`src/rtl/step_dir_decoder.sv`:
```
// Step/direction receiver: synchronises pulse/dirction, tracks signed position and step period,
// flags interface timing violations and reports end of motion after an idle timeout.
module step_dir_decoder #(
  parameter int unsigned CNT_W        = 32,
  parameter int unsigned PER_W        = 24,
  parameter int unsigned MIN_HIGH     = 2,
  parameter int unsigned DIR_SETUP    = 2,
  parameter int unsigned IDLE_TIMEOUT = 100000
) (
  input  logic                    clk,
  input  logic                    rst_n,
  input  logic                    pulse,
  input  logic                    dirction,
  input  logic                    load_pos,
  input  logic signed [CNT_W-1:0] load_value,
  input  logic                    clr_pos,
  input  logic                    clr_err,
  output logic signed [CNT_W-1:0] position,
  output logic        [CNT_W-1:0] step_cnt,
  output logic        [PER_W-1:0] period,
  output logic                    period_valid,
  output logic                    moving,
  output logic                    stop_int,
  output logic        [2:0]       err_flags
);

  localparam int unsigned HwW = $clog2(MIN_HIGH + 2);
  localparam int unsigned DsW = $clog2(DIR_SETUP + 2);
  localparam int unsigned IdW = $clog2(IDLE_TIMEOUT + 2);

  localparam logic [HwW-1:0] MinHigh  = HwW'(MIN_HIGH);
  localparam logic [DsW-1:0] DirSetup = DsW'(DIR_SETUP);
  localparam logic [IdW-1:0] IdleTo   = IdW'(IDLE_TIMEOUT);

  typedef enum logic [1:0] {StIdle, StFirst, StRun} state_e;

  state_e state_q, state_d;

  logic p_s1_q, p_s2_q, p_s3_q;
  logic d_s1_q, d_s2_q;
  logic rise, fall;

  logic [PER_W-1:0] per_cnt_q, per_cnt_d;
  logic [HwW-1:0]   hw_q, hw_d;
  logic [DsW-1:0]   ds_q, ds_d;
  logic [IdW-1:0]   idle_q, idle_d;

  logic signed [CNT_W-1:0] pos_q, pos_d;
  logic        [CNT_W-1:0] step_q, step_d;
  logic        [CNT_W-1:0] step_delta;
  logic        [PER_W-1:0] period_q, period_d;
  logic                    pv_q, pv_d;
  logic                    stop_q, stop_d;
  logic        [2:0]       err_q, err_d;

  logic short_err, dir_err, sat_err, timeout;

  assign rise = p_s2_q & ~p_s3_q;
  assign fall = ~p_s2_q & p_s3_q;

  always_ff @(posedge clk or negedge rst_n) begin
    if (!rst_n) begin
      p_s1_q <= 1'b0;
      p_s2_q <= 1'b0;
      p_s3_q <= 1'b0;
      d_s1_q <= 1'b0;
      d_s2_q <= 1'b0;
    end else begin
      p_s1_q <= pulse;
      p_s2_q <= p_s1_q;
      p_s3_q <= p_s2_q;
      d_s1_q <= dirction;
      d_s2_q <= d_s1_q;
    end
  end

  // Free-running measurement counters; all saturate rather than wrap.
  always_comb begin
    per_cnt_d = per_cnt_q;
    if (rise) begin
      per_cnt_d = PER_W'(1);
    end else if (per_cnt_q != '1) begin
      per_cnt_d = per_cnt_q + PER_W'(1);
    end

    hw_d = '0;
    if (p_s2_q) begin
      hw_d = (hw_q == '1) ? hw_q : hw_q + HwW'(1);
    end

    // Zeroed on the edge where the synced direction takes its new value.
    ds_d = ds_q;
    if (d_s1_q != d_s2_q) begin
      ds_d = '0;
    end else if (ds_q != '1) begin
      ds_d = ds_q + DsW'(1);
    end

    idle_d = idle_q;
    if (rise) begin
      idle_d = IdW'(1);
    end else if (idle_q != '1) begin
      idle_d = idle_q + IdW'(1);
    end
  end

  assign short_err = fall && (hw_q < MinHigh);
  assign dir_err   = rise && (ds_q < DirSetup);
  assign timeout   = (idle_q == IdleTo);

  always_comb begin
    state_d  = state_q;
    period_d = period_q;
    pv_d     = 1'b0;
    stop_d   = 1'b0;
    sat_err  = 1'b0;
    unique case (state_q)
      StIdle: begin
        if (rise) state_d = StFirst;
      end
      StFirst, StRun: begin
        if (rise) begin
          state_d  = StRun;
          period_d = per_cnt_q;
          pv_d     = 1'b1;
          sat_err  = (per_cnt_q == '1);
        end else if (timeout) begin
          state_d = StIdle;
          stop_d  = 1'b1;
        end
      end
      default: state_d = StIdle;
    endcase
  end

  assign step_delta = d_s2_q ? CNT_W'(1) : '1;

  always_comb begin
    pos_d  = pos_q;
    step_d = step_q;
    if (load_pos) begin
      pos_d = load_value;
    end else if (clr_pos) begin
      pos_d  = '0;
      step_d = '0;
    end else if (rise) begin
      pos_d  = pos_q + step_delta;
      step_d = (state_q == StIdle) ? CNT_W'(1) : step_q + CNT_W'(1);
    end

    // A new error in the clearing cycle still lands.
    err_d = clr_err ? 3'b000 : err_q;
    err_d = err_d | {sat_err, dir_err, short_err};
  end

  always_ff @(posedge clk or negedge rst_n) begin
    if (!rst_n) begin
      state_q   <= StIdle;
      per_cnt_q <= '0;
      hw_q      <= '0;
      ds_q      <= '0;
      idle_q    <= '0;
      pos_q     <= '0;
      step_q    <= '0;
      period_q  <= '0;
      pv_q      <= 1'b0;
      stop_q    <= 1'b0;
      err_q     <= 3'b000;
    end else begin
      state_q   <= state_d;
      per_cnt_q <= per_cnt_d;
      hw_q      <= hw_d;
      ds_q      <= ds_d;
      idle_q    <= idle_d;
      pos_q     <= pos_d;
      step_q    <= step_d;
      period_q  <= period_d;
      pv_q      <= pv_d;
      stop_q    <= stop_d;
      err_q     <= err_d;
    end
  end

  assign position     = pos_q;
  assign step_cnt     = step_q;
  assign period       = period_q;
  assign period_valid = pv_q;
  assign moving       = (state_q != StIdle);
  assign stop_int     = stop_q;
  assign err_flags    = err_q;

endmodule

```
`config.mk`:
```
export PLATFORM = sky130hd
export DESIGN_NAME = step_dir_decoder
export DESIGN_NICKNAME = d
export VERILOG_FILES = /design/src/rtl/step_dir_decoder.sv
export SDC_FILE = /design/constraint.sdc
export NUM_CORES = 1
export LEC_CHECK = 0
export CAP_MARGIN = 20
export CORE_MARGIN = 1.5
export CORE_UTILIZATION = 32
export DETAILED_ROUTE_END_ITERATION = 8
export PLACE_DENSITY_LB_ADDON = 0.25
export SLEW_MARGIN = 10
export SYNTH_ARGS = -nofsm -noshare
export SYNTH_HDL_FRONTEND = slang
export SYNTH_SLANG_ARGS = --single-unit
```
`constraint.sdc`:
```
create_clock -name clk -period 4.9 [get_ports clk]
set_input_delay 0.735 -clock clk [delete_from_list [all_inputs] [get_ports clk]]
set_output_delay 0.735 -clock clk [all_outputs]
set_load 0.005 [all_outputs]
```
# --- Word level (Yosys, flattened, before mapping) ---
# Cells that the tools add are included.
op_classes:
  muxes: 27
  n_addsub: 6
  reduce_logical: 13
  order_cmp: 2
  bitwise: 6
  n_eq_ne: 12
ops:
  columns: ["operator", "count"]
  rows:
  - ["32-bit 2-to-1 mux", 7]
  - ["24-bit 2-to-1 mux", 2]
  - ["17-bit 2-to-1 mux", 2]
  - ["32-bit by 1-bit adder with 32-bit output, second input constant", 1]
  - ["32-bit adder", 1]
  - ["24-bit by 1-bit adder with 24-bit output, second input constant", 1]
  - ["24-bit equality test, second input constant", 1]
  - ["24-bit != test, second input constant", 1]
  - ["17-bit by 1-bit adder with 17-bit output, second input constant", 1]
  - ["17-bit equality test, second input constant", 1]
  - ["17-bit != test, second input constant", 1]
  - ["2-bit 2-to-1 mux", 7]
  - ["2-bit nonzero test", 5]
  - ["1-bit 2-to-1 mux", 7]
  - ["2-bit != test, second input constant", 3]
  - ["2-bit AND reduction", 3]
  - ["2-bit by 1-bit adder with 2-bit output, second input constant", 2]
  - ["2-bit equality test, second input constant", 2]
  - ["2-bit less-than comparator, second input constant", 2]
  - ["2-bit case mux with 2 select lines", 1]
  - ["3-bit 2-to-1 mux", 1]
  - ["3-bit != test, second input constant", 1]
  - ["1-bit inverter", 3]
  - ["3-bit bitwise OR", 1]
  - ["other kinds (7)", 9]
word_totals:
  ff_bits: 145
  input_bits: 39
  word_cells: 82
  out_inout_bits: 94

# --- Longest topological paths before layout ---
logic_depth:
  depth_word: 5
  mapped_depth: 13
  ltp_nobuf: 11

# --- Worst setup path before layout ---
# OpenSTA, ideal clock, no wires.
synth_path:
  path_kind: "register -> register"
  start: "register d_s2_q"
  end: "register pos_q[31], in the netlist position[31]"
  t_required_ns: 4.760
  period_less_slack_ns: 3.096
  slack_ns: 1.804
  arrival_time_ns: 2.957
  setup_ns: 0.140
  path_buffers: 0
  path_stages_with_launch: 12
  cell_sequence: "dfrtp_1 inv_1 ha_1 a2111oi_4 o21ai_2 a211oi_4 o21ai_4 a21oi_2 o21ai_1 xnor2_1 o211ai_1 o311ai_1"
synth_between:
  elab_chain_len: 5
synth_lines:
  columns: ["item", "line_no", "rtl"]
  rows:
  - ["start, declared", "40", "logic d_s1_q, d_s2_q;"]
  - ["start signal, assigned", "73", "d_s2_q <= d_s1_q;"]
  - ["32-bit 2-to-1 mux", "136", "assign step_delta = d_s2_q ? CNT_W'(1) : '1;"]
  - ["32-bit adder", "147", "pos_d = pos_q + step_delta;"]
  - ["32-bit 2-to-1 mux", "146", "end else if (rise) begin"]
  - ["32-bit 2-to-1 mux", "143", "end else if (clr_pos) begin"]
  - ["32-bit 2-to-1 mux", "141", "if (load_pos) begin"]
  - ["end signal, assigned", "175", "pos_q <= pos_d;"]
  - ["end, declared", "48", "logic signed [CNT_W-1:0] pos_q, pos_d;"]
# Every way passes these cells. The select of a mux whose other input is x is not followed.
# A chain may end at the register's enable or synchronous reset.

# --- Worst setup path after layout ---
# Same ends and word-level chain as after synthesis.

==> out/qor.yml <==
timing:
  hold_ws_ns: 0.342
  finalHoldViolCount: 0
  slew_viol_final: 0
  max-slew-margin-rel_pct: 35.1
  max_freq_mhz: 314
  worstMarginPinSlew_ns: 0.966
  period_needed_ns: 3.18
  fin_crit_sh_pct: 64.9
  fin_setup_tns_ns: 0
  skew_ns: 0.0132
  rsz0062_at_grt: "no"
  finalSetupViolCount: 0
critical_path:
  r2r-end: "position[31]$_DFFE_PN0P_"
  path_cells: "inv_1 > ha_1 > a2111oi_4 > o21ai_2 > a211oi_4 > o21ai_4 > a21oi_2 > o21ai_1 > xnor2_1 > o211ai_1 > o311ai_1"
  rr_worst_depth: 11
  cp.required_ns: 5.18
  r2r_start: "d_s2_q$_DFF_PN0_"
  worst-setup-path-type: "flop to flop"
  critPathSlowestCell: "ha_1"
  arrival_ns: 3.46
  path_max_fanout: 14
  cp_slowest_stage_delay_ns: 0.41
  end_kind: "flop"
  reg2reg_slack_ns: 1.72
  critPathLaunchType: "flop"
detailed_routing:
  wl_per_cell_um: 15.5
  dr.pass1.iters: 6
  drt_iter0_markers: 281
  postRouteWirelength_um: 20300
  num_vias: 6576
  drc: 0
  viasPerCell: 5.02
  ant_nets: 0
grt:
  overflow: 0
  gr-usage-all-layers_pct: 16.1
  grt_max_degree: 81
  first_global_vias: 6395
  antenna_found_initial: 0
  grt_first_pass_wirelength_um: 33700
power:
  vdd_drop_max_v: 0.000200
  p_leak_nw: 4.58
  cellPowerDensity_nw_per_um2: 337
yosys:
  synth_top_area_share_pct: 44.9
  synth_top_family_by_area: "simple AND/OR/NAND/NOR gates"
  syn-cell-area_sq_um: 8090
  synth_cell_types: 64
  synth_xor_area_share_pct: 9.10
  ys_seq_elements: 145
  yosys.area.top_type: "dfrtp_1"
  synth.area.top_cells: "dfrtp_1, ha_1, xor2_1, nand2_1, nor2_1"
  synth_seq_area_share_pct: 44.9
  yosys.area_share.simple_pct: 17.6
  synth_compound_area_share_pct: 15.8
  synthAdderAreaFrac_pct: 6.28
  syn-num-nets: 921
  synth-edff-count: 0
  synth.avg_cell_area_sq_um: 9.60
  synthFlopType: "dfrtp_1"
  syn_inst: 842
  synth_mux_area_share_pct: 3.81
  synth-async-reset-ratio_pct: 100
  synth_warnings: 0
finish:
  layout_commonest_cell: "dfrtp_1"
  final_cell_mix: "dfrtp_1, clkdlybuf4s50_1, nand2_1"
  area_growth_pct: 28.5
  post-route-util_pct: 42.4
  nNetsFinal: 1052
  n_antenna_cell: 0
  drive_above_1_share_pct: 9.13
die:
  die-area_sq_um: 26200
  die_w_um: 162
  rows: 57
  floorplan.core_area_sq_um: 24500
  initial_utilization_pct: 33.0
  die_h_um: 162
  ios: 133
clocking:
  cts.sinks: 145
  clock_path_buffers: 2
  cts_resized: 0
  clkTransAtPathRegs_ns: 0.07
  cts_max_level: 4
  cts_setup_buffers: 0
  holdBufCountCts: 0
  cts_root_buf: "clkbuf_16"
  insertion_delay_ns: 0.43
  tritoncts: "yes"
  cts_buffers: 17
job:
  maxCapViolCount: 0
place:
  dp_hpwl_um: 14600
  port_buffers: 132
  gp_congestion: 0.844
status:
  status: "complete, no violations"
worst_hold_path:
  holdCritPathClass: "input port to async pin"
## flip-flops by register name, summed over array words and instances, names as in the netlist, 2 cells and up
signal and count:
ds_q 2, err_flags 3, hw_q 2, idle_q 17, per_cnt_q 24, period 24, position 32, state_q 2
step_cnt 32
## stage by stage
stage	setup WS, ns	std cells	power [mW]	area [sq um]
6_report	1.72	1310	3.51	10400
5_1_grt	1.47	1310	3.70	10400
4_1_cts	1.68	1310	3.56	10400
3_5_place_dp	1.46	1278	2.17	9780
3_3_place_gp	1.61	1278	2.16	9780
2_1_floorplan	1.80	842	1.87	8090
## worst max path at each step
stage                           startpoint                        to  slack [ns]
after floorplan           d_s2_q$_DFF_PN0_  position[31]$_DFFE_PN0P_        1.80
after global placement             clr_pos  step_cnt[31]$_DFFE_PN0P_        1.61
after global routing      d_s2_q$_DFF_PN0_  position[28]$_DFFE_PN0P_        1.47
after detailed placement           clr_pos  step_cnt[27]$_DFFE_PN0P_        1.46
after CTS                 d_s2_q$_DFF_PN0_  position[31]$_DFFE_PN0P_        1.68
final                     d_s2_q$_DFF_PN0_  position[31]$_DFFE_PN0P_        1.72
## cell families after synthesis
logic type / Yosys count
flip-flops: 145
multiplexers: 28
AO/OA/AOI/OAI: 197
XOR/XNOR: 84
adder cells (fa/ha/maj): 40
AND/OR/NAND/NOR: 293
buffers and inverters: 55
## power breakdown
group,switching (mW),leakage [nW],internal (mW)
Sequential,0.0913,1.94,1.29
Combinational,0.390,2.34,0.363
Clock,0.594,0.296,0.777
## Yosys cell counts, types with 4 or more instances
library cell	number
dfrtp_1	145
nand2_1	87
nor2_1	82
xor2_1	52
a21oi_1	50
o21ai_0	47
ha_1	39
nand3_1	33
xnor2_1	32
clkbuf_1	25
inv_1	24
mux2_2	22
a21o_1	16
a22o_1	16
nand4_1	16
o21ai_1	16
nor3_1	12
or3_1	12
a22oi_1	9
and3_1	9
a31oi_1	7
and2_1	7
and4_1	6
mux2i_1	6
nor2b_1	6
o21bai_1	4
o31ai_1	4
## area by class of cell
cell class	count	area, sq um
clock buffer	17	425
multi-input combinational	642	4260
sequential	145	3630
timing repair buffer	141	1390
tap	324	405
clock inverter	15	189
fill	2456	14100
inverter	26	97.6
## metal layers
metal  vias up  share of wire, %  track usage (%)
met1      3177                47             21.6
met3        18               4.2             3.09
met5         -                 0                0
met4         0               1.5             4.50
li1       3240                 -                -
met2       141                47             26.5
## worst max-delay path, delay by kind of cell (launching register included)
family | cells | cell delay [ns]
AOI/OAI and AO/OA | 8 | 1.68
xor gates and xnor gates | 1 | 0.15
adders and majority gates | 1 | 0.41
buffers and inverters | 1 | 0.39
DFF | 1 | 0.39
Power figures use the tool's default switching activity.
